==> src/rtl/xtea_pkg.sv <==
// ---------------------------------------------------------------------------
// xtea_pkg
//   Shared definitions for the XTEA register block and its bus host:
//   register address map, control/status/config bit positions and the
//   host FSM state encoding.
// ---------------------------------------------------------------------------
package xtea_pkg;

    // Register address map (32-bit registers, word addressed).
    localparam logic [7:0] ADDR_NAME0   = 8'h00;
    localparam logic [7:0] ADDR_CTRL    = 8'h08;
    localparam logic [7:0] ADDR_STATUS  = 8'h09;
    localparam logic [7:0] ADDR_CONFIG  = 8'h0A;
    localparam logic [7:0] ADDR_ROUNDS  = 8'h0C;
    localparam logic [7:0] ADDR_KEY0    = 8'h10;
    localparam logic [7:0] ADDR_BLOCK0  = 8'h20;
    localparam logic [7:0] ADDR_RESULT0 = 8'h30;
    localparam logic [7:0] ADDR_RESULT1 = 8'h31;

    // Bit positions inside CTRL / STATUS / CONFIG.
    localparam int CTRL_NEXT_BIT     = 1;
    localparam int STATUS_READY_BIT  = 0;
    localparam int CONFIG_ENCDEC_BIT = 0;

    // Host FSM state encoding.
    typedef logic [3:0] state_t;
    localparam state_t ST_IDLE    = 4'd0;
    localparam state_t ST_WR_KEY  = 4'd1;
    localparam state_t ST_WR_BLK  = 4'd2;
    localparam state_t ST_WR_CFG  = 4'd3;
    localparam state_t ST_WR_RND  = 4'd4;
    localparam state_t ST_WR_NEXT = 4'd5;
    localparam state_t ST_WAIT    = 4'd6;
    localparam state_t ST_POLL    = 4'd7;
    localparam state_t ST_RD0     = 4'd8;
    localparam state_t ST_RD1     = 4'd9;
    localparam state_t ST_DONE    = 4'd10;

endpackage

==> src/rtl/xtea_host.sv <==
// ---------------------------------------------------------------------------
// xtea_host
//   Drives an XTEA register block over a simple single-cycle register bus:
//   loads key (when needed), block, config and rounds, kicks CTRL.next,
//   polls STATUS.ready and reads back the 64-bit result.
//
//   Ports
//     clk, reset_n          clock, async active-low reset
//     req_*                 request handshake + operands (sampled in IDLE)
//     rsp_*                 result handshake, result block, poll-timeout flag
//     cs/we/address/
//     write_data/read_data  register bus; read_data is combinational and
//                           valid in the same cycle as the read access
// ---------------------------------------------------------------------------
module xtea_host
    import xtea_pkg::*;
#(
    parameter int POLL_TIMEOUT = 1024,
    parameter int NEXT_WAIT    = 2
) (
    input  logic         clk,
    input  logic         reset_n,
    input  logic         req_valid,
    output logic         req_ready,
    input  logic [127:0] req_key,
    input  logic [63:0]  req_block,
    input  logic         req_encdec,
    input  logic [5:0]   req_rounds,
    input  logic         req_rekey,
    output logic         rsp_valid,
    input  logic         rsp_ready,
    output logic [63:0]  rsp_result,
    output logic         rsp_error,
    output logic         cs,
    output logic         we,
    output logic [7:0]   address,
    output logic [31:0]  write_data,
    input  logic [31:0]  read_data
);

    localparam int PW = $clog2(POLL_TIMEOUT + 1);
    // wait_cnt only needs to reach NEXT_WAIT-1; keep at least one bit.
    localparam int WW = (NEXT_WAIT > 1) ? $clog2(NEXT_WAIT) : 1;
    localparam logic [PW-1:0] POLL_LAST = PW'(POLL_TIMEOUT - 1);
    localparam logic [WW-1:0] WAIT_LAST = WW'((NEXT_WAIT > 0) ? NEXT_WAIT - 1 : 0);

    state_t          state;
    logic [1:0]      sub;        // word index within WR_KEY / WR_BLK
    logic [WW-1:0]   wait_cnt;
    logic [PW-1:0]   poll_cnt;
    logic            key_loaded; // set only once all four key words are out
    logic [127:0]    key_r;
    logic [63:0]     blk_r;
    logic            encdec_r;
    logic [5:0]      rounds_r;

    assign req_ready = (state == ST_IDLE);
    assign rsp_valid = (state == ST_DONE);

    always_ff @(posedge clk or negedge reset_n) begin
        if (!reset_n) begin
            state      <= ST_IDLE;
            sub        <= '0;
            wait_cnt   <= '0;
            poll_cnt   <= '0;
            key_loaded <= 1'b0;
            key_r      <= '0;
            blk_r      <= '0;
            encdec_r   <= 1'b0;
            rounds_r   <= '0;
            rsp_result <= '0;
            rsp_error  <= 1'b0;
        end else begin
            case (state)
                ST_IDLE: if (req_valid) begin
                    key_r    <= req_key;
                    blk_r    <= req_block;
                    encdec_r <= req_encdec;
                    rounds_r <= req_rounds;
                    sub      <= '0;
                    // rekey only steers this decision, so it is used directly.
                    state    <= (req_rekey || !key_loaded) ? ST_WR_KEY : ST_WR_BLK;
                end
                ST_WR_KEY: begin
                    sub <= sub + 2'd1;  // wraps to 0 for WR_BLK
                    if (sub == 2'd3) begin
                        key_loaded <= 1'b1;
                        state      <= ST_WR_BLK;
                    end
                end
                ST_WR_BLK: begin
                    if (sub[0]) begin
                        sub   <= '0;
                        state <= ST_WR_CFG;
                    end else begin
                        sub <= sub + 2'd1;
                    end
                end
                ST_WR_CFG: state <= ST_WR_RND;
                ST_WR_RND: state <= ST_WR_NEXT;
                ST_WR_NEXT: begin
                    wait_cnt <= '0;
                    poll_cnt <= '0;
                    state    <= (NEXT_WAIT == 0) ? ST_POLL : ST_WAIT;
                end
                ST_WAIT: begin
                    if (wait_cnt == WAIT_LAST) begin
                        poll_cnt <= '0;
                        state    <= ST_POLL;
                    end else begin
                        wait_cnt <= wait_cnt + 1'b1;
                    end
                end
                ST_POLL: begin
                    if (read_data[STATUS_READY_BIT]) begin
                        state <= ST_RD0;
                    end else begin
                        // Counter stops at POLL_TIMEOUT because we leave POLL.
                        poll_cnt <= poll_cnt + 1'b1;
                        if (poll_cnt == POLL_LAST) begin
                            rsp_result <= '0;
                            rsp_error  <= 1'b1;
                            state      <= ST_DONE;
                        end
                    end
                end
                ST_RD0: begin
                    rsp_result[63:32] <= read_data;
                    rsp_error         <= 1'b0;
                    state             <= ST_RD1;
                end
                ST_RD1: begin
                    rsp_result[31:0] <= read_data;
                    state            <= ST_DONE;
                end
                ST_DONE: if (rsp_ready) state <= ST_IDLE;
                default: state <= ST_IDLE;
            endcase
        end
    end

    // Bus signals decode straight from state so an async reset drops cs
    // in the same cycle.
    always_comb begin
        cs         = 1'b0;
        we         = 1'b0;
        address    = '0;
        write_data = '0;
        case (state)
            ST_WR_KEY: begin
                cs      = 1'b1;
                we      = 1'b1;
                address = ADDR_KEY0 + {6'b0, sub};
                case (sub)
                    2'd0:    write_data = key_r[127:96];
                    2'd1:    write_data = key_r[95:64];
                    2'd2:    write_data = key_r[63:32];
                    default: write_data = key_r[31:0];
                endcase
            end
            ST_WR_BLK: begin
                cs         = 1'b1;
                we         = 1'b1;
                address    = ADDR_BLOCK0 + {7'b0, sub[0]};
                write_data = sub[0] ? blk_r[31:0] : blk_r[63:32];
            end
            ST_WR_CFG: begin
                cs      = 1'b1;
                we      = 1'b1;
                address = ADDR_CONFIG;
                write_data[CONFIG_ENCDEC_BIT] = encdec_r;
            end
            ST_WR_RND: begin
                cs         = 1'b1;
                we         = 1'b1;
                address    = ADDR_ROUNDS;
                write_data = {26'b0, rounds_r};
            end
            ST_WR_NEXT: begin
                cs      = 1'b1;
                we      = 1'b1;
                address = ADDR_CTRL;
                write_data[CTRL_NEXT_BIT] = 1'b1;
            end
            ST_POLL: begin
                cs      = 1'b1;
                address = ADDR_STATUS;
            end
            ST_RD0: begin
                cs      = 1'b1;
                address = ADDR_RESULT0;
            end
            ST_RD1: begin
                cs      = 1'b1;
                address = ADDR_RESULT1;
            end
            default: ;
        endcase
    end

endmodule
==> config.mk <==
export PLATFORM = sky130hd
export DESIGN_NAME = xtea_host
export DESIGN_NICKNAME = d
export VERILOG_FILES = /design/src/rtl/xtea_pkg.sv /design/src/rtl/xtea_host.sv
export SDC_FILE = /design/constraint.sdc
export NUM_CORES = 1
export LEC_CHECK = 0
export BUFFER_PORTS_ARGS = -buffer_cell sky130_fd_sc_hd__buf_2
export CORE_ASPECT_RATIO = 1.1
export CORE_MARGIN = 2
export CORE_UTILIZATION = 47
export DETAILED_ROUTE_END_ITERATION = 8
export PLACE_DENSITY = 0.78
export SYNTH_ARGS = -nofsm -noshare
export SYNTH_HDL_FRONTEND = slang
export SYNTH_SLANG_ARGS = --single-unit
==> constraint.sdc <==
create_clock -name clk -period 2.3 [get_ports clk]
set_clock_uncertainty 0.1 [all_clocks]
set_input_delay 0.575 -clock clk [delete_from_list [all_inputs] [get_ports clk]]
set_output_delay 0.575 -clock clk [all_outputs]
set_load 0.1 [all_outputs]
# Yosys cells after proc, flatten, opt, wreduce, memory -nomap -nowiden
# Index checks and enable logic that the tools add are counted.
totals:
  register_bits: 283
  input_bits: 236
  output_inout_bits: 109
  wordCells: 89
op_classes:
  add_sub_neg: 5
  n_eq_ne: 22
  n_mux: 32
  n_reduce_logical: 18
ops:
  columns: ["operator", "count"]
  rows:
  - ["2-to-1 mux 64 bit", 2]
  - ["case mux 32 bit (2 select lines)", 2]
  - ["case mux 32 bit (3 select lines)", 1]
  - ["case mux 30 bit (3 select lines)", 1]
  - ["case mux 7 bit (8 select lines)", 1]
  - ["case mux 4 bit (11 select lines)", 1]
  - ["case mux 11 bit (3 select lines)", 1]
  - ["2-to-1 mux 32 bit", 1]
  - ["2-to-1 mux 4 bit", 7]
  - ["2-to-1 mux 11 bit", 2]
  - ["equality test 4 x 3 -> 1 bit (second input constant)", 4]
  - ["equality test 4 bit (second input constant)", 3]
  - ["inequality test 2 bit (second input constant)", 6]
  - ["adder 11 x 1 -> 11 bit (second input constant)", 1]
  - ["equality test 11 x 10 -> 1 bit (second input constant)", 1]
  - ["AND reduction 3 bit", 3]
  - ["equality test 4 x 2 -> 1 bit (second input constant)", 2]
  - ["case mux 1 bit (4 select lines)", 2]
  - ["OR reduction 8 bit", 1]
  - ["adder 6 x 1 -> 7 bit (first input constant)", 1]
  - ["adder 5 x 2 -> 6 bit (first input constant)", 1]
  - ["2-to-1 mux 2 bit", 3]
  - ["case mux 2 bit (3 select lines)", 1]
  - ["AND reduction 2 bit", 3]
  - ["other kinds (17)", 26]

# Longest topological paths before layout
# Gate-level depths: netlist (run 1).
depth:
  ltp_word: 5
  depth_mapped: 7
  ltp_nobuf: 6

# Worst setup path before layout (run 1)
# Ideal clock, no wire load.
synth_path:
  path_kind: "register -> output"
  start: "reg state[0]"
  end: "out cs"
  t_arrival_ps: 3165
  required_time_ps: 1625
  slack_ps: -1540
  path_stages_with_launch: 5
  n_path_buf: 1
  path_cell_list: "dfrtp_1 -> or2_1 -> clkbuf_1 -> nor2_4 -> a211oi_1"
synth_between:
  elab_chain_cells: 3
  elab_cells_between_ends: 10
  classes_between: "eq/ne: 8; mux: 1; reduce/logical: 1"
synth_rtl:
  columns: ["element", "line", "text"]
  rows:
  - ["from (decl)", "xtea_host.sv:47", "state_t state;"]
  - ["from (signal assigned)", "xtea_host.sv:82", "state <= (req_rekey || !key_loaded) ? ST_WR_KEY : ST_WR_BLK;"]
  - ["from (signal assigned)", "xtea_host.sv:104", "state <= (NEXT_WAIT == 0) ? ST_POLL : ST_WAIT;"]
  - ["equality test 4 x 3 -> 1 bit (tied with other cells)", "xtea_host.sv:149", "case (state)"]
  - ["OR reduction 8 bit (no source line) *", null, null]
  - ["2-to-1 mux 1 bit *", "xtea_host.sv:149", null]
  - ["to (decl)", "xtea_host.sv:34", "output logic cs,"]
# Every way passes the cells marked *; elsewhere a longest branch is shown, timed or not.

# Worst setup path in the final report (run 1)
layout_path:
  start: "reg sub[0]"
  end: "out write_data[23]"
layout_between:
  elab_chain_cells: 3
  elab_cells_between_ends: 6
  classes_between: "eq/ne: 2; mux: 3; reduce/logical: 1"
layout_rtl:
  columns: ["element", "line", "text"]
  rows:
  - ["from (decl)", "xtea_host.sv:48", "logic [1:0] sub;"]
  - ["from (signal assigned)", "xtea_host.sv:85", "sub <= sub + 2'd1;"]
  - ["from (signal assigned)", "xtea_host.sv:96", "sub <= sub + 2'd1;"]
  - ["equality test 2 bit (tied with other cells)", "xtea_host.sv:154", "case (sub)"]
  - ["case mux 32 bit (3 select lines)", "xtea_host.sv:154", null]
  - ["case mux 30 bit (3 select lines) *", "xtea_host.sv:149", null]
  - ["to (decl)", "xtea_host.sv:37", "output logic [31:0] write_data,"]
# Marked as above.

==> summary.md, run 1 <==
| Metric | Value |
|---|---|
| Yosys warns | 0 |
| Total placed cells including tap cells | ~1.6k |
| Initial antenna violation count | 17 |
| Most frequent cell after synthesis | dfrtp_1 |
| Worst Path Required | roughly 1.6 ns |
| Failing checks | DRC, setup timing |
| Yosys reg bits | approximately 280 |
| Iter 0 DRT Violations | around 990 |
| Routability cong. | approximately 0.9 |
| Pins Over Slew Limit | 0 |
| # clock sinks | ~280 |
| Data arrival, critical path | ~2.8 ns |
| Worst-Skew Late Latency | 0.56 ns |
| Synth cell count leaders | 283 x dfrtp_1, 110 x mux2_1, 89 x mux2_2 |
| Slew headroom | 0.454 |
| Vias in the first global route | about 11k |
| Setup crit end kind | primary output |
| WHS | roughly 0.14 ns |
| Sequential fraction of the synthesis area | 0.583 |
| Critical Path Source Type | flip-flop |
| Synth top area share | 0.583 |
| RSZ-0062 raised after global routing | yes |
| Detailed Place HPWL | about 26000 um |
| Total GRT Usage | 0.312 |
| Layout Nets | roughly 1.6k |
| Die ar. | 0.0271 mm2 |
| Post-DRT Antenna Nets | 0 |
| CP max stage delay | 0.50 ns |
| Post-Synthesis Cells | 880 |
| Layout cells sized above 1 | 0.629 |
| Clock buffer depth | 3 |
| Die Width | approximately 160 um |
| Area Overhead vs Synth | 58.5% |
| PnR worst setup slack | -1.19 ns |
| CP Cell Sequence | inv_4, ha_4, buf_6, buf_4, buf_6, buf_6, a222oi_1, o211ai_1, clkbuf_16 |
| Hold WC Path Type | input port to flip-flop |
| Delay-heaviest family, CP | buffers and inverters |
| H-tree depth | 1 |
| CP max-delay cell | a222oi_1 |
| First-pass GRT wire length | approximately 64000 um |
| Max Clk Rate | between 200 and 300 MHz |
| Status | finished, violations left |
| Non-filler instance count after layout | around 1.7k |
| Max-cap check violation count | 0 |
| Top cell by count, worst path | buf_6 |
| Initial Utilization | 0.479 |
| Largest area contributor in the netlist | dfrtp_1 |
| DR vias | 10.6k |
| CTS tree | done |
| Die outline height | approximately 170 um |
| Drt drc | 2 |
| Unique masters post-synth | a little over 60 |
| Crit Path Max Fanout | 7 |
| Grt total ovfl | 0 |
| Final hold vios | 0 |
| Min Tclk post-route | between 3 and 4 ns |
| Mapped Avg Cell Area | 13.8 um2 |
| CTS Buf Count | 29 |
| Pre-antenna DRT Iters | 9 |
| Setup violators final | 244 |
| Largest net degree at the start of global routing | 56 |
| Post-synth EDFFs | 0 |
| Layout fillers | roughly 1.4k |
| Slew @ Worst Pin | roughly 0.82 ns |
| Synth area leaders | dfrtp_1 58%, mux2_1 10%, mux2_2 8.3% |
| Ys async rst share | 1.00 |
| Root Buffer | clkbuf_16 |
| Buf/Inv on CP | 6 |
| Predominant post-synthesis flop cell | dfrtp_1 |
| Final WL | about 47000 um |
| WS Path Type | flip-flop to primary output |
| Row count | between 60 and 70 |
| Mapped cell area | between 0.01 and 0.015 mm2 |
| Fin crit share | 1.52 |
| Vias per std cell | 6.05 |
| Worst-path clk slew | roughly 0.06 ns |
| IO Pins | 345 |
| Routed wire per std cell | about 27 um |
| Core ar. | around 0.025 mm2 |
| Number of buffers inserted by port buffering | roughly 340 |
routing by layer:
layer	GRT usage	wire, um
met1	0.389	17200
met2	0.491	22700
met3	0.0982	4470
met4	0.156	3020
met5	0	37
registers in the layout, summed over array words and instances, names as in the netlist:
signal      count
rsp_result     64
rounds_r        6
key_r         128
blk_r          64
encdec_r        1
key_loaded      1
sub             2
rsp_error       1
poll_cnt       11
wait_cnt        1
state           4
stage by stage:
step                TNS, ns  area, um2  setup WS [ns]  utilization
CTS                  -87.46      18500          -1.01        0.729
floorplan            -25.76      13000          -1.20            -
detailed placement   -11.58      16100         -0.501        0.636
finish              -142.46      19300          -1.19        0.760
global placement     -10.33      16100         -0.501        0.636
global route        -156.71      19300          -1.23        0.760
area by class of cell:
class | instances | area (um2) | share of cell area
sequential | 283 | 7080 | 0.368
multi-input combinational | 524 | 5790 | 0.301
timing repair buffer | 517 | 4820 | 0.250
inverter | 6 | 32.5 | 0.00169
antenna | 18 | 45.0 | 0.00234
clock inverter | 17 | 229 | 0.0119
tap | 346 | 433 | 0.0225
clock buffer | 37 | 826 | 0.0429
layout by cell type, fill, tap and decap left out, types with 6 or more instances in the layout:
cell and instances:
o211ai_1 16, buf_12 66, nor2_1 11, nand2_1 20, clkbuf_16 43, buf_4 67, clkinv_2 6, o2bb2ai_2 7
diode_2 18, nor2_4 11, a22o_1 66, a21oi_1 13, buf_8 11, a22oi_2 6, a22oi_1 10, buf_6 39
buf_2 299, o21ai_0 12, dfrtp_1 281, a222oi_1 32, a221o_2 11, mux2_2 87, clkbuf_8 7, buf_16 18
mux2_4 114
kinds of logic (layout without fill, tap and decap cells):
family / Yosys count / in the layout / synth area share
flops: 283 / 283 / 0.583
other cells: 1 / 20 / 0.000309
fa+ha+maj: 6 / 6 / 0.00618
mux: 202 / 202 / 0.188
compound gates: 214 / 214 / 0.144
buf+inv: 75 / 577 / 0.0329
xor+xnor: 3 / 3 / 0.00216
simple gates: 96 / 97 / 0.0436
repair_timing:
item	in CTS	in global routing
resized for setup	90	86
pin swaps	47	33
hold buffers	1	0
buffers inserted	43	27
gates cloned	18	14
hold endpoints to repair	45	0
endpoints found under the setup margin	133	249
path summary, 6_finish.rpt:
kind	start	to	slack, ns	depth (start not counted)
worst max-delay path	sub[0]	write_data[23]	-1.19	9
worst min-delay path	req_rounds[4]	rounds_r[4]	0.14	2
worst max register to register	state[1]	key_r[96]	-0.64	16
worst min register to register	rsp_result[17]	rsp_result[17]	0.39	1
max in group asynchronous	reset_n	key_r[52]	0.96	3
min in group asynchronous	reset_n	rsp_result[49]	0.42	2
Power of run 1 is left out: the tool's default activity adds up to more than one toggle a clock period on the data nets, which glitch-free logic cannot reach.
==> inputs of run 2 (changes only) <==
--- a/config.mk
+++ b/config.mk
@@ -11,6 +11,7 @@
 export CORE_UTILIZATION = 47
 export DETAILED_ROUTE_END_ITERATION = 8
 export PLACE_DENSITY = 0.78
+export REMOVE_ABC_BUFFERS = 1
 export SYNTH_ARGS = -nofsm -noshare
 export SYNTH_HDL_FRONTEND = slang
 export SYNTH_SLANG_ARGS = --single-unit
==> run 2 against run 1 <==
The run ends with setup timing left. Die area unchanged. Cell count is 3.9% lower. Utilization decreased by 7.6 points. Global-route usage decreased by 3.6 points. Wire length down 19%. Critical endpoint is now write_data[14].
==> summary.md, run 2 (same netlist as run 1, synthesis figures left out) <==
| Metric | Value |
|---|---|
| Status | finished, violations left |
| Failing checks | setup timing |
| Final hold vios | 0 |
| Worst-path clk slew | about 0.07 ns |
| Initial antenna violation count | 23 |
| Layout fillers | 1798 |
| Routability cong. | 0.908 |
| Die Width | between 150 and 200 um |
| Max reg flops | between 100 and 150 |
| Die outline height | roughly 170 um |
| Die ar. | 0.0271 mm2 |
| Worst-Skew Late Latency | around 0.55 ns |
| Layout cells sized above 1 | 0.479 |
| DR vias | between 9k and 10k |
| IO Pins | between 300 and 400 |
| Total placed cells including tap cells | around 1.6k |
| Non-filler instance count after layout | 1680 |
| Hold_sp | req_key[25] |
| Post-DRT Antenna Nets | 0 |
| Pins Over Slew Limit | 0 |
| Biggest register | key_r |
| RSZ-0062 raised after global routing | yes |
| Worst Path Required | 1.62 ns |
| H-tree depth | 1 |
| Clock buffer depth | 3 |
| Setup WS pre-CTS | -0.344 ns |
| Slew @ Worst Pin | ~0.54 ns |
| Vias per std cell | 5.83 |
| Drt drc | 0 |
| # clock sinks | about 280 |
| Routed wire per std cell | around 23 um |
| Layout Nets | around 1.5k |
| Delay-heaviest family, CP | simple AND/OR/NAND/NOR gates |
| Row count | ~60 |
| CP Cell Sequence | or4b_4, nand2b_4, buf_12, o2bb2ai_1, a221o_1, buf_12 |
| Core ar. | 0.0253 mm2 |
| Detailed Place HPWL | 25000 um |
| Pre-antenna DRT Iters | 8 |
| CTS tree | done |
| Total GRT Usage | 0.277 |
| Iter 0 DRT Violations | 815 |
| Top cell by count, worst path | buf_12 |
| WS Path Type | flip-flop to primary output |
| Root Buffer | clkbuf_16 |
| Setup crit end kind | primary output |
| Number of buffers inserted by port buffering | ~340 |
| Final WL | 38300 um |
| CTS Buf Count | 30 |
| Min Tclk post-route | ~3.2 ns |
| Largest net degree at the start of global routing | 63 |
| Buf/Inv on CP | 2 |
| Hold WC Path Type | input port to flip-flop |
| PnR worst setup slack | -0.905 ns |
| Critical Path Source Type | flip-flop |
| Grt total ovfl | 0 |
| Most frequent cells in the layout | 299 x buf_2, 283 x dfrtp_1, 110 x mux2_1 |
| Crit. Startpoint | state[3] |
| Initial Utilization | 0.479 |
| First-pass GRT wire length | 58400 um |
| Slew headroom | 0.638 |
| Setup violators final | between 200 and 250 |
| CP max stage delay | between 0.5 and 0.6 ns |
| Crit Path Max Fanout | 6 |
| RR Startpoint | state[1] |
| Commonest non-fill, non-tap cell in the layout | buf_2 |
| Max Clk Rate | between 300 and 400 MHz |
| Max-cap check violation count | 0 |
| Biggest regs | key_r: 128 flops, blk_r: 64 flops, rsp_result: 64 flops |
| Data arrival, critical path | 2.53 ns |
| CP max-delay cell | or4b_4 |
| Vias in the first global route | 10.3k |
| Area Overhead vs Synth | 42.6% |
| Fin crit share | 1.39 |
[run 2: cell count changes in the layout (fill, tap and decap cells not counted), moves of 9 or more]
| cell | before | now |
|---|---|---|
| mux2_1 | 0 | 110 |
| clkbuf_1 | 1 | 10 |
| mux2_4 | 114 | 2 |
| a221o_1 | 0 | 14 |
| buf_16 | 18 | 6 |
| a221o_2 | 11 | 0 |
| clkbuf_16 | 43 | 33 |
| buf_8 | 11 | 1 |
| buf_4 | 67 | 54 |
| buf_6 | 39 | 13 |
[run 2: per-layer routing]
metal | vias up | track usage | share of wire
met1 | 5019 | 0.354 | 0.38
li1 | 4217 | - | -
met2 | 424 | 0.448 | 0.51
met3 | 127 | 0.0494 | 0.060
met4 | 0 | 0.147 | 0.049
met5 | - | 0 | 0
[run 2: stage by stage]
stage	instance area [um2]	hold WS, ns	util	TNS, ns
5_1_grt	17300	0.117	0.684	-63.09
3_3_place_gp	15400	0.373	0.609	-8.46
4_1_cts	17100	0.111	0.673	-43.58
2_1_floorplan	11800	0.179	-	-621.48
6_report	17300	0.122	0.684	-48.01
3_5_place_dp	15400	0.377	0.609	-11.74
[run 2: final timing paths]
check | endpoint | slack [ns] | cells after the start
max in group asynchronous | key_r[111] | 0.97 | 3
worst max-delay path | write_data[14] | -0.91 | 6
worst min register to register | key_r[106] | 0.39 | 1
min in group asynchronous | rsp_result[20] | 0.50 | 2
worst max register to register | key_r[105] | -0.18 | 9
worst min-delay path | key_r[25] | 0.12 | 2
[run 2: layout make-up]
type | instances | area, um2 | area share
multi-input combinational | 526 | 4980 | 0.287
timing repair buffer | 443 | 3720 | 0.215
sequential | 283 | 7080 | 0.409
antenna | 23 | 57.6 | 0.00332
tap | 346 | 433 | 0.0250
clock buffer | 44 | 855 | 0.0493
inverter | 6 | 25.0 | 0.00144
clock inverter | 9 | 179 | 0.0103
[run 2: timing repair]
action / 4_1_cts / 5_1_grt
setup endpoints to repair: 173 / 270
pin swaps: 29 / 9
setup buffers: 4 / 10
hold buffers: 1 / 0
gates resized for setup: 53 / 19
endpoints found under the hold margin: 52 / 0
cloned: 12 / 2
[run 2: worst register-to-register path: stages, from the launching register on]
cell       delay (ns)
dfrtp_1          0.38
buf_4            0.22
buf_4            0.21
or2_1            0.23
buf_4            0.16
nor2_4           0.12
buf_12           0.16
nand2_8          0.10
bufbuf_16        0.34
mux2_1           0.34
Power of run 2 is left out for the same reason.
